## src/rtl/aurora_frame_pkg.sv

```systemverilog
// Shared definitions for the 16-bit Aurora TX frame generator and RX frame capture.
package aurora_frame_pkg;

  // Default stream word width and frame length used by both ends of the link.
  localparam int DATA_W      = 16;
  localparam int FRAME_WORDS = 3;

  // Cause of the most recent bad frame, as reported to the control registers.
  typedef enum logic [1:0] {
    ERR_NONE  = 2'd0,
    ERR_SHORT = 2'd1,
    ERR_LONG  = 2'd2,
    ERR_KEEP  = 2'd3
  } err_code_e;

  // RX capture state encoding.
  typedef enum logic [1:0] {
    ST_IDLE = 2'd0,
    ST_RECV = 2'd1,
    ST_DROP = 2'd2
  } rx_state_e;

endpackage : aurora_frame_pkg

```

## src/rtl/aurora_rx_frame_capture.sv

```systemverilog
// Aurora RX frame capture: stages one frame of FRAME_WORDS words in a shadow
// buffer, checks length/tlast/tkeep framing, and publishes good frames with a
// done pulse. Bad frames raise an error pulse with a cause code. Both outcomes
// are tallied in saturating counters.
module aurora_rx_frame_capture
  import aurora_frame_pkg::*;
#(
  parameter int DATA_W      = aurora_frame_pkg::DATA_W,
  parameter int FRAME_WORDS = aurora_frame_pkg::FRAME_WORDS,
  parameter int CNT_W       = 16
) (
  input  logic                          clk,
  input  logic                          reset,
  input  logic [DATA_W-1:0]             i_rx_tdata,
  input  logic                          i_rx_tvalid,
  input  logic                          i_rx_tlast,
  input  logic [DATA_W/8-1:0]           i_rx_tkeep,
  input  logic                          i_arm,
  output logic [FRAME_WORDS*DATA_W-1:0] o_frame_data,
  output logic                          o_frame_done,
  output logic                          o_frame_err,
  output logic [1:0]                    o_err_code,
  output logic [CNT_W-1:0]              o_good_cnt,
  output logic [CNT_W-1:0]              o_bad_cnt,
  output logic                          o_busy
);

  // Beat position counter must be able to hold FRAME_WORDS itself.
  localparam int CW = $clog2(FRAME_WORDS + 1);
  localparam logic [CW-1:0] LAST_POS = CW'(FRAME_WORDS);

  // Counters stick at all ones instead of wrapping.
  function automatic logic [CNT_W-1:0] sat_inc(input logic [CNT_W-1:0] v);
    return (&v) ? v : v + CNT_W'(1);
  endfunction

  rx_state_e                     r_state;
  rx_state_e                     w_state_next;
  logic [CW-1:0]                 r_count;
  logic                          r_keep_bad;
  logic [DATA_W-1:0]             r_shadow [FRAME_WORDS];

  logic                          w_accept;
  logic [CW-1:0]                 w_pos;
  logic                          w_keep_bad_any;
  logic                          w_good;
  logic                          w_bad;
  logic                          w_long;
  err_code_e                     w_err_code;
  logic [FRAME_WORDS*DATA_W-1:0] w_frame_next;

  // A beat belongs to a frame when it starts one (armed, in IDLE) or continues one.
  assign w_accept = i_rx_tvalid &&
                    (((r_state == ST_IDLE) && i_arm) || (r_state == ST_RECV));

  // 1-based position of the current beat within its frame.
  assign w_pos = (r_state == ST_RECV) ? (r_count + CW'(1)) : CW'(1);

  // Any partial-keep beat seen so far in this frame, including the current one.
  assign w_keep_bad_any = (i_rx_tkeep != '1) ||
                          ((r_state == ST_RECV) && r_keep_bad);

  // Classify the current beat: good completion, or which kind of bad frame.
  always_comb begin
    w_good     = 1'b0;
    w_bad      = 1'b0;
    w_long     = 1'b0;
    w_err_code = ERR_NONE;
    if (w_accept) begin
      if (i_rx_tlast) begin
        if (w_pos != LAST_POS) begin
          w_bad      = 1'b1;
          w_err_code = ERR_SHORT;
        end else if (w_keep_bad_any) begin
          w_bad      = 1'b1;
          w_err_code = ERR_KEEP;
        end else begin
          w_good = 1'b1;
        end
      end else if (w_pos == LAST_POS) begin
        w_bad      = 1'b1;
        w_long     = 1'b1;
        w_err_code = ERR_LONG;
      end
    end
  end

  // State register.
  always_ff @(posedge clk) begin
    if (reset) r_state <= ST_IDLE;
    else       r_state <= w_state_next;
  end

  // Next-state decode; arm only matters for starting a frame.
  always_comb begin
    w_state_next = r_state;
    unique case (r_state)
      ST_IDLE, ST_RECV: begin
        if (w_accept) begin
          if (w_long)          w_state_next = ST_DROP;
          else if (i_rx_tlast) w_state_next = ST_IDLE;
          else                 w_state_next = ST_RECV;
        end
      end
      ST_DROP: begin
        if (i_rx_tvalid && i_rx_tlast) w_state_next = ST_IDLE;
      end
      default: w_state_next = ST_IDLE;
    endcase
  end

  // State-derived output.
  always_comb begin
    o_busy = (r_state != ST_IDLE);
  end

  // Beat counter and sticky keep-error flag for the frame in progress.
  always_ff @(posedge clk) begin
    if (reset) begin
      r_count    <= '0;
      r_keep_bad <= 1'b0;
    end else if (w_accept) begin
      r_count    <= (w_long || i_rx_tlast) ? '0 : w_pos;
      r_keep_bad <= w_keep_bad_any;
    end
  end

  // Shadow buffer holds words of the frame in progress; it is pure data.
  always_ff @(posedge clk) begin
    if (w_accept) r_shadow[w_pos - CW'(1)] <= i_rx_tdata;
  end

  // Complete frame image: earlier words from the shadow, the last word live.
  always_comb begin
    w_frame_next = '0;
    for (int i = 0; i < FRAME_WORDS; i++) begin
      w_frame_next[i*DATA_W +: DATA_W] =
        (i == FRAME_WORDS - 1) ? i_rx_tdata : r_shadow[i];
    end
  end

  // Publish results one cycle after the terminating beat.
  always_ff @(posedge clk) begin
    if (reset) begin
      o_frame_data <= '0;
      o_frame_done <= 1'b0;
      o_frame_err  <= 1'b0;
      o_err_code   <= ERR_NONE;
      o_good_cnt   <= '0;
      o_bad_cnt    <= '0;
    end else begin
      o_frame_done <= w_good;
      o_frame_err  <= w_bad;
      if (w_good) begin
        o_frame_data <= w_frame_next;
        o_good_cnt   <= sat_inc(o_good_cnt);
      end
      if (w_bad) begin
        o_err_code <= w_err_code;
        o_bad_cnt  <= sat_inc(o_bad_cnt);
      end
    end
  end

endmodule : aurora_rx_frame_capture

```

## config.mk

```make
export PLATFORM = sky130hd
export DESIGN_NAME = aurora_rx_frame_capture
export DESIGN_NICKNAME = d
export VERILOG_FILES = /design/src/rtl/aurora_frame_pkg.sv /design/src/rtl/aurora_rx_frame_capture.sv
export SDC_FILE = /design/constraint.sdc
export NUM_CORES = 1
export LEC_CHECK = 0
export ABC_CLOCK_PERIOD_IN_PS = 3700
export BUFFER_PORTS_ARGS = -buffer_cell sky130_fd_sc_hd__buf_2
export CORE_MARGIN = 5
export CORE_UTILIZATION = 50
export DETAILED_ROUTE_END_ITERATION = 10
export PLACE_DENSITY = 0.75
export RECOVER_POWER = 50
export SLEW_MARGIN = 0
export SYNTH_ARGS = -nofsm -noshare
export SYNTH_HDL_FRONTEND = slang
export SYNTH_SLANG_ARGS = --single-unit
```

## constraint.sdc

```tcl
create_clock -name clk -period 3.7 [get_ports clk]
set_input_delay 0.555 -clock clk [delete_from_list [all_inputs] [get_ports clk]]
set_output_delay 0.555 -clock clk [all_outputs]
set_load 0.1 [all_outputs]
```

==> metrics.md <==
| Metric | Value |
|---|---|
| Status | `finished, violations left` |
| Failing checks | `max-capacitance violations, max-slew violations` |
| Reg2reg start | `r_state[1]` |
| Final Wtd Congestion | `around 0.86` |
| Crit path time final | `2.845 ns` |
| Worst vdd ir | `0.0003330 V` |
| Core ar. | `9240 µm²` |
| Clock Latency Late Sink | `0.50 ns` |
| CTS sink count | `121` |
| CP Capture Type | `register` |
| Net Count, Synth | `around 520` |
| Slowest cell delay on critical path | `1.53 ns` |
| Critical path's slowest cell | `clkbuf_1` |
| Min-delay worst type | `input pin to register` |
| First-pass GRT wire length | `18060 µm` |
| Grt ovf | `0` |
| Count of flip-flops with a built-in enable after synthesis | `32` |
| Cell variety after synth | `47` |
| WS Path Type | `register to register` |
| Ys async rst share | `0%` |
| Starting density of the core | `51.29%` |
| Area leader, netlist | `dfxtp_1` |
| Setup TNS | `0 ns` |
| Ant diodes | `0` |
| Top cell by count, worst path | `nand2_1` |
| GRT Overall Usage | `19.62%` |
| Most used DFF post-synth | `dfxtp_1` |
| Post-synthesis sequential area ratio | `57.87%` |
| DP Wirelength | `7143 µm` |
| CTS Buf Count | `17` |
| Max frequency | `351.4 MHz` |
| Critical Path Start | `r_state[1]` |
| Syn. warnings | `0` |
| PostCTS Resize Cnt | `0` |
| Clock tree buffer depth | `2` |
| Most frequent cells in the layout | `nand2_1, clkbuf_1, dfxtp_1` |
| Layout fillers | `a little over 800` |
| First DRT Iteration DRCs | `193` |
| Max-cap viol count | `1` |
| Max Clock Skew | `0.008964 ns` |
| Slew margin rel. | `-43.63%` |
| Power Total | `~3.2 mW` |
| Final hold violations | `0` |
| Crit path DAT | `~3.3 ns` |
| Startpoint Class | `register` |
| Fin. max-slew vios | `50` |
| Ports | `108` |
| Total die area | `11530 µm²` |
| Crit-path max FO | `~50` |
| Drt pass-1 iters | `4` |
| Die H | `107.4 µm` |
| Antenna violations before repair | `0` |
| Syn Area/Cell | `9.633 µm²` |
| Clock Root Buffer | `clkbuf_8` |
| CTS tree | `done` |
| Most common cell after layout, fill and taps aside | `nand2_1` |
| Worst reg-to-reg path cell count | `6` |
| Worst-margin pin slew | `2.154 ns` |
| Layout cells sized above 1 | `10.84%` |
| Core Util, Final | `63.52%` |
| Crit-path cells | `nand4bb_4 -> nor3_1 -> nand2_1 -> clkbuf_1 -> nand2_1 -> a21oi_1` |
| Final wirelength | `10840 µm` |
| Hold buffer count at cts | `0` |
| PD cells | `538.9 nW/µm²` |
| Largest net degree at the start of global routing | `60` |
| Remaining antenna violation count | `0` |
| Period utilisation layout | `76.90%` |
| Die Width | `107.4 µm` |
| Number of global-route vias before repair | `3834` |
| Synth area leaders | `dfxtp_1, edfxtp_1, nand2_1` |
| Buffers on Ports | `107` |
| HP Start | `i_rx_tdata[3]` |
| Clock slew at reported path FFs | `0.06 ns` |
| Leak | `1.923 nW` |
| Post-Synthesis Cells | `492` |
| Top cell type's share of synthesized area | `between 30% and 40%` |
| Post-Syn Area | `4740 µm²` |
| Htree depth | `4` |
| DRC viols | `0` |
| DR vias/cell | `5.297` |
| Setup bufs post-CTS | `0` |
| Num rows | `35` |
| Wire per inst | `roughly 15 µm` |
| Final setup fails | `0` |
| Worst EP required | `4.12 ns` |
| Hold-critical path depth | `1` |
| Synth-to-Final Area Change | `23.84%` |
| Vias | `between 3000 and 4000` |
| Seq cells post-synth | `between 100 and 150` |
| Final hold slack | `0.2894 ns` |
| Post-layout nets | `621` |
| RSZ-0062 raised after global routing | `no` |
-- synth_stat cells, drive strengths merged (4+ instances only) --
master / instances
nand2: 111
dfxtp: 89
a21oi: 63
nor2: 36
edfxtp: 32
clkbuf: 20
nor3: 10
or3: 9
xnor2: 9
inv: 8
nand4: 8
a31o: 7
nand2b: 7
nand3: 7
nor2b: 7
and2: 6
buf: 6
o21ai: 6
a2111oi: 5
and3: 5
mux2: 5
nor4: 5
a211oi: 4
-- cell families after synthesis --
kind of cell	count (synthesis)	share of synthesized area, %
XOR/XNOR	9	1.663
buffers and inverters	34	2.983
AO/OA/AOI/OAI	97	13.09
flip-flops	121	57.87
AND/OR/NAND/NOR	222	22.25
multiplexers	7	1.610
adder cells (fa/ha/maj)	2	0.5279
-- state kept, by name, indices dropped and copies added, names as in the netlist --
name	flops
r_shadow	32
o_frame_done	1
o_bad_cnt	16
r_state	2
o_frame_data	48
r_keep_bad	1
o_frame_err	1
r_count	2
o_good_cnt	16
o_err_code	2
-- layer usage --
metal	GRT usage, %	wire (µm)	part of all wire [%]	vias up
li1	-	-	-	1939
met1	23.18	4717	43	1855
met2	33.07	5264	49	111
met3	7.738	817	7.5	4
met4	5.681	45	0.41	0
met5	0	0	0	-
-- power by group --
group,leakage (nW),total (mW),switching [mW],internal [mW]
Combinational,0.608,0.0833,0.0642,0.0191
Clock,0.303,1.70,0.619,1.08
Sequential,1.01,1.38,0.00677,1.37
Total,1.92,3.16,0.690,2.47
-- path summary, 6_finish.rpt --
check	slack, ns	endpoint
max	0.85	o_frame_data[15]
min	0.29	r_shadow[1][3]
max reg2reg	0.85	o_frame_data[15]
min reg2reg	0.45	o_frame_data[12]
-- per-stage QoR --
stage	worst slack, ns	instances	cell area, µm²
CTS	1.035	738	5998
floorplan	0.4489	492	4740
detailed placement	0.9536	706	5371
finish	0.8545	738	5869
global route	0.4562	738	5869
global placement	1.013	706	5371
-- critical path: cells and delay by family, from the launching register on --
kind / cells / cell delay [ns]
buffers and inverters: 1 / 1.53
flip-flops: 1 / 0.48
AND/OR/NAND/NOR: 4 / 0.54
AO/OA/AOI/OAI: 1 / 0.21
-- final cells by class --
type	instances	area, µm²	share of cell area, %
Sequential cell	121	2743	46.73
Multi-Input combinational cell	337	1866	31.78
Timing Repair Buffer	111	442.9	7.546
Clock buffer	18	439.2	7.482
Clock inverter	14	187.7	3.198
Tap cell	129	161.4	2.750
Inverter	8	30.03	0.5116
Note: power is estimated with default switching activity, not from simulation.
